[src/rtl/axis_step_driver.sv]
// axis_step_driver: turns interpolator motion pulses into STEP/DIR with setup and width timing,
// tracks signed position per axis and flags when a finished interpolation has drained.
module axis_step_axis #(
    parameter int STEP_HI   = 2,
    parameter int STEP_LO   = 2,
    parameter int DIR_SETUP = 1,
    parameter int POS_W     = 16,
    parameter int CNT_W     = 8
) (
    input  logic             pulse_clk,
    input  logic             sys_rst_l,
    input  logic             acc,
    input  logic             dec,
    input  logic             pos_clr,
    output logic             step,
    output logic             dir,
    output logic [POS_W-1:0] pos,
    output logic             busy,
    output logic             err
);
    typedef enum logic [1:0] {S_IDLE, S_SETUP, S_HIGH, S_LOW} state_t;
    localparam logic [CNT_W-1:0] HI_N = CNT_W'(STEP_HI - 1);
    localparam logic [CNT_W-1:0] LO_N = CNT_W'(STEP_LO - 1);
    localparam logic [CNT_W-1:0] SU_N = CNT_W'(DIR_SETUP - 1);
    localparam logic [POS_W-1:0] ONE  = 1;
    state_t           state;
    logic [CNT_W-1:0] cnt;
    logic             pend_v, pend_d;
    logic             req, done_cnt, serve, take_dir, consume, store, store_ok, enter_high;
    assign req        = acc ^ dec;
    assign done_cnt   = cnt == '0;
    assign serve      = (state == S_IDLE && (req || pend_v)) || (state == S_LOW && done_cnt && pend_v);
    assign take_dir   = pend_v ? pend_d : dec;
    assign consume    = serve && pend_v;
    // a request not taken straight from idle competes for the single pending slot
    assign store      = req && !(state == S_IDLE && !pend_v);
    assign store_ok   = store && (!pend_v || consume);
    assign err        = (acc && dec) || (store && !store_ok);
    assign enter_high = (serve && take_dir == dir) || (state == S_SETUP && done_cnt);
    assign busy       = state != S_IDLE || pend_v;
    always_ff @(posedge pulse_clk or negedge sys_rst_l) begin
        if (!sys_rst_l) begin
            state  <= S_IDLE;
            cnt    <= '0;
            step   <= 1'b0;
            dir    <= 1'b0;
            pos    <= '0;
            pend_v <= 1'b0;
            pend_d <= 1'b0;
        end else begin
            if (store_ok) begin
                pend_v <= 1'b1;
                pend_d <= dec;
            end else if (consume) begin
                pend_v <= 1'b0;
            end
            pos <= pos_clr ? '0 : enter_high ? (dir ? pos - ONE : pos + ONE) : pos;
            if (enter_high) begin
                state <= S_HIGH;
                step  <= 1'b1;
                cnt   <= HI_N;
            end else if (serve) begin
                state <= S_SETUP;
                dir   <= take_dir;
                cnt   <= SU_N;
            end else if (!done_cnt) begin
                cnt <= cnt - 1'b1;
            end else if (state == S_HIGH) begin
                state <= S_LOW;
                step  <= 1'b0;
                cnt   <= LO_N;
            end else if (state == S_LOW) begin
                state <= S_IDLE;
            end
        end
    end
endmodule

module axis_step_driver #(
    parameter int STEP_HI   = 2,
    parameter int STEP_LO   = 2,
    parameter int DIR_SETUP = 1,
    parameter int POS_W     = 16,
    parameter int CNT_W     = 8
) (
    input  logic             pulse_clk,
    input  logic             sys_rst_l,
    input  logic             X_acc,
    input  logic             X_dec,
    input  logic             Y_acc,
    input  logic             Y_dec,
    input  logic             draw_overH,
    input  logic             pos_clr,
    output logic             X_step,
    output logic             X_dir,
    output logic             Y_step,
    output logic             Y_dir,
    output logic [POS_W-1:0] X_pos,
    output logic [POS_W-1:0] Y_pos,
    output logic             busyH,
    output logic             motion_doneH,
    output logic             step_errH
);
    logic x_busy, y_busy, x_err, y_err, armed;
    axis_step_axis #(.STEP_HI(STEP_HI), .STEP_LO(STEP_LO), .DIR_SETUP(DIR_SETUP), .POS_W(POS_W), .CNT_W(CNT_W)) u_x (
        .pulse_clk(pulse_clk), .sys_rst_l(sys_rst_l), .acc(X_acc), .dec(X_dec), .pos_clr(pos_clr),
        .step(X_step), .dir(X_dir), .pos(X_pos), .busy(x_busy), .err(x_err)
    );
    axis_step_axis #(.STEP_HI(STEP_HI), .STEP_LO(STEP_LO), .DIR_SETUP(DIR_SETUP), .POS_W(POS_W), .CNT_W(CNT_W)) u_y (
        .pulse_clk(pulse_clk), .sys_rst_l(sys_rst_l), .acc(Y_acc), .dec(Y_dec), .pos_clr(pos_clr),
        .step(Y_step), .dir(Y_dir), .pos(Y_pos), .busy(y_busy), .err(y_err)
    );
    assign busyH        = x_busy || y_busy;
    assign motion_doneH = armed && !busyH;
    always_ff @(posedge pulse_clk or negedge sys_rst_l) begin
        if (!sys_rst_l) begin
            armed     <= 1'b0;
            step_errH <= 1'b0;
        end else begin
            armed     <= draw_overH || (armed && busyH);
            step_errH <= step_errH || x_err || y_err;
        end
    end
endmodule

[config.mk]
export PLATFORM = sky130hd
export DESIGN_NAME = axis_step_driver
export DESIGN_NICKNAME = d
export VERILOG_FILES = /design/src/rtl/axis_step_driver.sv
export SDC_FILE = /design/constraint.sdc
export NUM_CORES = 1
export LEC_CHECK = 0
export BUFFER_PORTS_ARGS = -buffer_cell sky130_fd_sc_hd__buf_2
export CORE_ASPECT_RATIO = 0.7
export CORE_MARGIN = 2
export CORE_UTILIZATION = 40
export DETAILED_ROUTE_END_ITERATION = 8
export RECOVER_POWER = 50
export SETUP_SLACK_MARGIN = 0.3
export SLEW_MARGIN = 15
export SYNTH_ARGS = -nofsm -noshare
export SYNTH_HDL_FRONTEND = slang
export SYNTH_SLANG_ARGS = --single-unit
[constraint.sdc]
create_clock -name pulse_clk -period 2.48 [get_ports pulse_clk]
set_input_delay 0.496 -clock pulse_clk [delete_from_list [all_inputs] [get_ports pulse_clk]]
set_output_delay 0.496 -clock pulse_clk [all_outputs]
set_load 0.01 [all_outputs]
==> key figures <==
Run status
  • Result of the run: complete, but fails checks
  • Violations in the final reports: max-capacitance violations, max-slew violations, negative setup slack

Critical path
  • Endpoint type of the worst setup path: flip-flop
  • Launching element type of the critical path: flip-flop
  • Kind of cell with the highest combined delay on the critical path: simple AND/OR/NAND/NOR gates
  • Data arrival at the endpoint of the critical path: 2.78 ns
  • Worst Path Buf+Inv: 3
  • CP max stage cell: or4b_4
  • Kind of critical path: reg -> reg
  • Worst path cell trace: inv_2 -> ha_4 -> or4b_4 -> or4_4 -> mux2_4 -> o22ai_4 -> buf_12 -> buf_16 -> or3b_2 -> nand4_1
  • Critical path's largest stage delay: 0.46 ns
  • Worst path required time: ~2.7 ns
  • Crit path max fanout: 5

Die
  • Area of the placeable core: 10430 um2
  • Chip width: about 130 um
  • Starting utilization of the core area: 0.4138
  • Number of cell rows: 31
  • Die Footprint: 11650 um2
  • # IOs: 47
  • Chip Height: a little over 90 um

Place
  • Port bufs: 46
  • Final weighted congestion of routability-driven global placement: 0.8655
  • Setup slack after placement: -0.08374 ns
  • Final HPWL from detailed placement: 7496 um

Power
  • Combinational cell fraction of total power: 0.425
  • Clk network pwr share: 0.269
  • Maximum vdd ir drop: ~470 uV
  • Portion of total power attributed to sequential cells: 0.306
  • Total power density per cell area: 739.7 nW/um2
  • Net switching power figure: about 1600 uW
  • Final Power: 4386 uW
  • Internal: between 2000 and 3000 uW
  • Leakage power summed over all cells: 0.002725 uW
  • Switching portion of total power: 0.3573

Yosys
  • Top-count cell post-synth: nor2_1
  • Post-Synthesis Cells: 489
  • Post-synthesis cell type count: 62
  • Syn Std Cell Area: between 4000 and 5000 um2
  • Leading cell types by total area after synthesis: dfrtp_1, ha_1, nor2_1
  • Count of flip-flops with a built-in enable after synthesis: 0
  • Async set or reset register ratio after synthesis: 1.000
  • Library cell occupying the most area in the post-synthesis netlist: dfrtp_1
  • Commonest cells post-synth: nor2_1, dfrtp_1, nand2_1, a21oi_1, ha_1
  • Sequential fraction of the synthesis area: 0.3593
  • Number of storage elements in the synthesis netlist: 62
  • Post-synthesis net count: approximately 530
  • Ys Warns: 0
  • Post-synth top area share: 0.3593
  • Most frequently used flop master after synthesis: dfrtp_1
  • Mean instance size in the synthesized netlist: 8.830 um2

Detailed routing
  • Via density per instance: 5.411
  • Final wirelength: 11260 um
  • Length of the first detailed-routing pass in iterations: 4
  • Vias after detailed routing: 3977
  • Remaining design rule violation count: 0
  • Post-detailed-route wirelength per cell: 15.31 um
  • Iteration-0 DRC Markers: 277
  • Number of nets still failing antenna checks after routing: 0

Final layout
  • Layout filler cell count: 901
  • Share of post-route cells with drive strength above 1: 0.3250
  • Layout Nets: approximately 640
  • Diodes inserted: 0
  • P&R area growth vs syn: 37.32%

Clock tree
  • Number of H-tree levels: 3
  • Clock sink count: 62
  • CTS tree: done
  • Number of hold-repair buffers added at the cts stage: 0
  • Worst-path clk slew: about 0.05 ns
  • Clk Latency, worst-skew pair: between 0.3 and 0.4 ns
  • Total clock buffers created by CTS: 9
  • CTS root buf: clkbuf_16
  • Max Buffers Root-to-Sink: 2

Timing
  • Slew of the pin with the lowest slew margin: around 1.6 ns
  • Final hold viol count: 0
  • Post-route minimum period: 2.575 ns
  • Number of pins with negative max-slew slack in the final report: 63
  • Least setup slack across all paths after layout: -0.09508 ns
  • Min Hold Slack: between 0.3 and 0.4 ns
  • Highest clock rate: around 0.39 GHz
  • RSZ-0062 raised after global routing: true
  • Final setup violation count: 17
  • Tcrit/Tclk final: 1.038
  • Relative slew slack: -0.05189
  • Worst clock skew on the final layout: 0.003967 ns

Global routing
  • Initial antenna violation count: 0
  • Global-route wire length before repair: 18550 um
  • Remaining Overflow, GRT: 0
  • Via count of the first global-routing pass: 3860
  • Overall Global Routing Usage: 0.1992
  • Pin count of the biggest net entering global routing: 63

Min path
  • Worst hold path type: in -> reg

Run
  • # Max-Cap Violations: 1
-- metrics by stage --
step	util	TNS (ns)	instance area [um2]	std cells
6_report	0.5683	-1.070	5929	735
5_1_grt	0.5683	-2.886	5929	735
4_1_cts	0.5489	-0.2146	5727	727
3_5_place_dp	0.4817	-0.7602	5026	690
3_3_place_gp	0.4817	-0.04752	5026	690
2_1_floorplan	-	-1.438	4389	489
-- cell families (layout without fill, tap and decap cells) --
group,Yosys count,count (layout),share of synthesized area
adder cells (fa/ha/maj),34,34,0.1020
multiplexers,18,18,0.04404
flip-flops,62,62,0.3593
AND/OR/NAND/NOR,180,180,0.1953
XOR/XNOR,34,34,0.06896
buffers and inverters,35,149,0.03796
AO/OA/AOI/OAI,126,126,0.1924
-- cell type report --
cell class / count / area (um2) / share of cell area
Tap cell: 132 / 165.2 / 0.02785
Multi-Input combinational cell: 392 / 2978 / 0.5022
Sequential cell: 62 / 1556 / 0.2625
Clock buffer: 13 / 270.3 / 0.04558
Timing Repair Buffer: 121 / 902.1 / 0.1521
Inverter: 14 / 52.55 / 0.008863
Clock inverter: 1 / 5.005 / 0.0008441
-- power by group through the flow --
stage                     clock, uW  sequential [uW]  combinational (uW)
final                          1180             1340                1860
after global routing           1260             1370                2060
after CTS                      1210             1330                1750
after detailed placement          0             1370                1420
after global placement            0             1370                1390
after floorplan                   0             1340                1020
-- timing repair --
item / CTS / global route
buffers inserted: 21 / 8
endpoints found under the setup margin: 31 / 40
resized for setup: 39 / 38
endpoints found under the hold margin: 0 / 0
cloned: 2 / 0
pin swaps: 28 / 12
-- flip-flops by register name (all words and copies together) (netlist names) --
name and count:
armed 1, step_errH 1, u_x.pend_v 1, u_x.state 2
u_y.state 2, u_x.pend_d 1, u_y.dir 1, u_y.pos 16
u_y.pend_d 1, u_x.step 1, u_y.pend_v 1, u_y.cnt 8
u_y.step 1, u_x.dir 1, u_x.pos 16, u_x.cnt 8
-- final timing paths --
| kind | start | depth (start not counted) | slack [ns] | to |
|---|---|---|---|---|
| setup / recovery | u_x.cnt[1] | 10 | -0.1 | u_x.pos[15] |
| hold / removal | draw_overH | 2 | 0.34 | armed |
| setup reg to reg | u_x.cnt[1] | 10 | -0.1 | u_x.pos[15] |
| hold reg to reg | armed | 1 | 0.47 | armed |
| max in group asynchronous | sys_rst_l | 2 | 0.69 | u_y.dir |
| min in group asynchronous | sys_rst_l | 2 | 0.65 | u_x.pos[6] |
-- layer usage --
| metal | global-route usage | vias to the layer above | wire length, um |
|---|---|---|---|
| met5 | 0 | - | 0 |
| li1 | - | 1980 | - |
| met3 | 0.04976 | 14 | 425 |
| met1 | 0.2699 | 1918 | 5436 |
| met4 | 0.05311 | 0 | 146 |
| met2 | 0.3165 | 65 | 5249 |
-- cell usage in the layout, fill, tap and decap left out, types with 4 or more instances in the layout --
cell type and count:
xnor2_1 21, nand4_1 5, o21ai_2 5, a211oi_1 5, nor3_1 12, nor2b_1 6, o211ai_1 5, o21ai_1 5
a211oi_2 4, clkbuf_16 9, inv_1 11, buf_6 9, ha_4 11, nand2b_1 4, dfrtp_1 60, nand3_1 9
clkbuf_1 9, buf_4 58, mux2i_1 13, o21ai_0 18, a21o_1 12, a31oi_1 4, xor2_1 10, nand2_1 51
buf_2 38, nor2_1 58, ha_1 21, a21oi_1 31
Note: power is estimated with default switching activity, not from simulation.
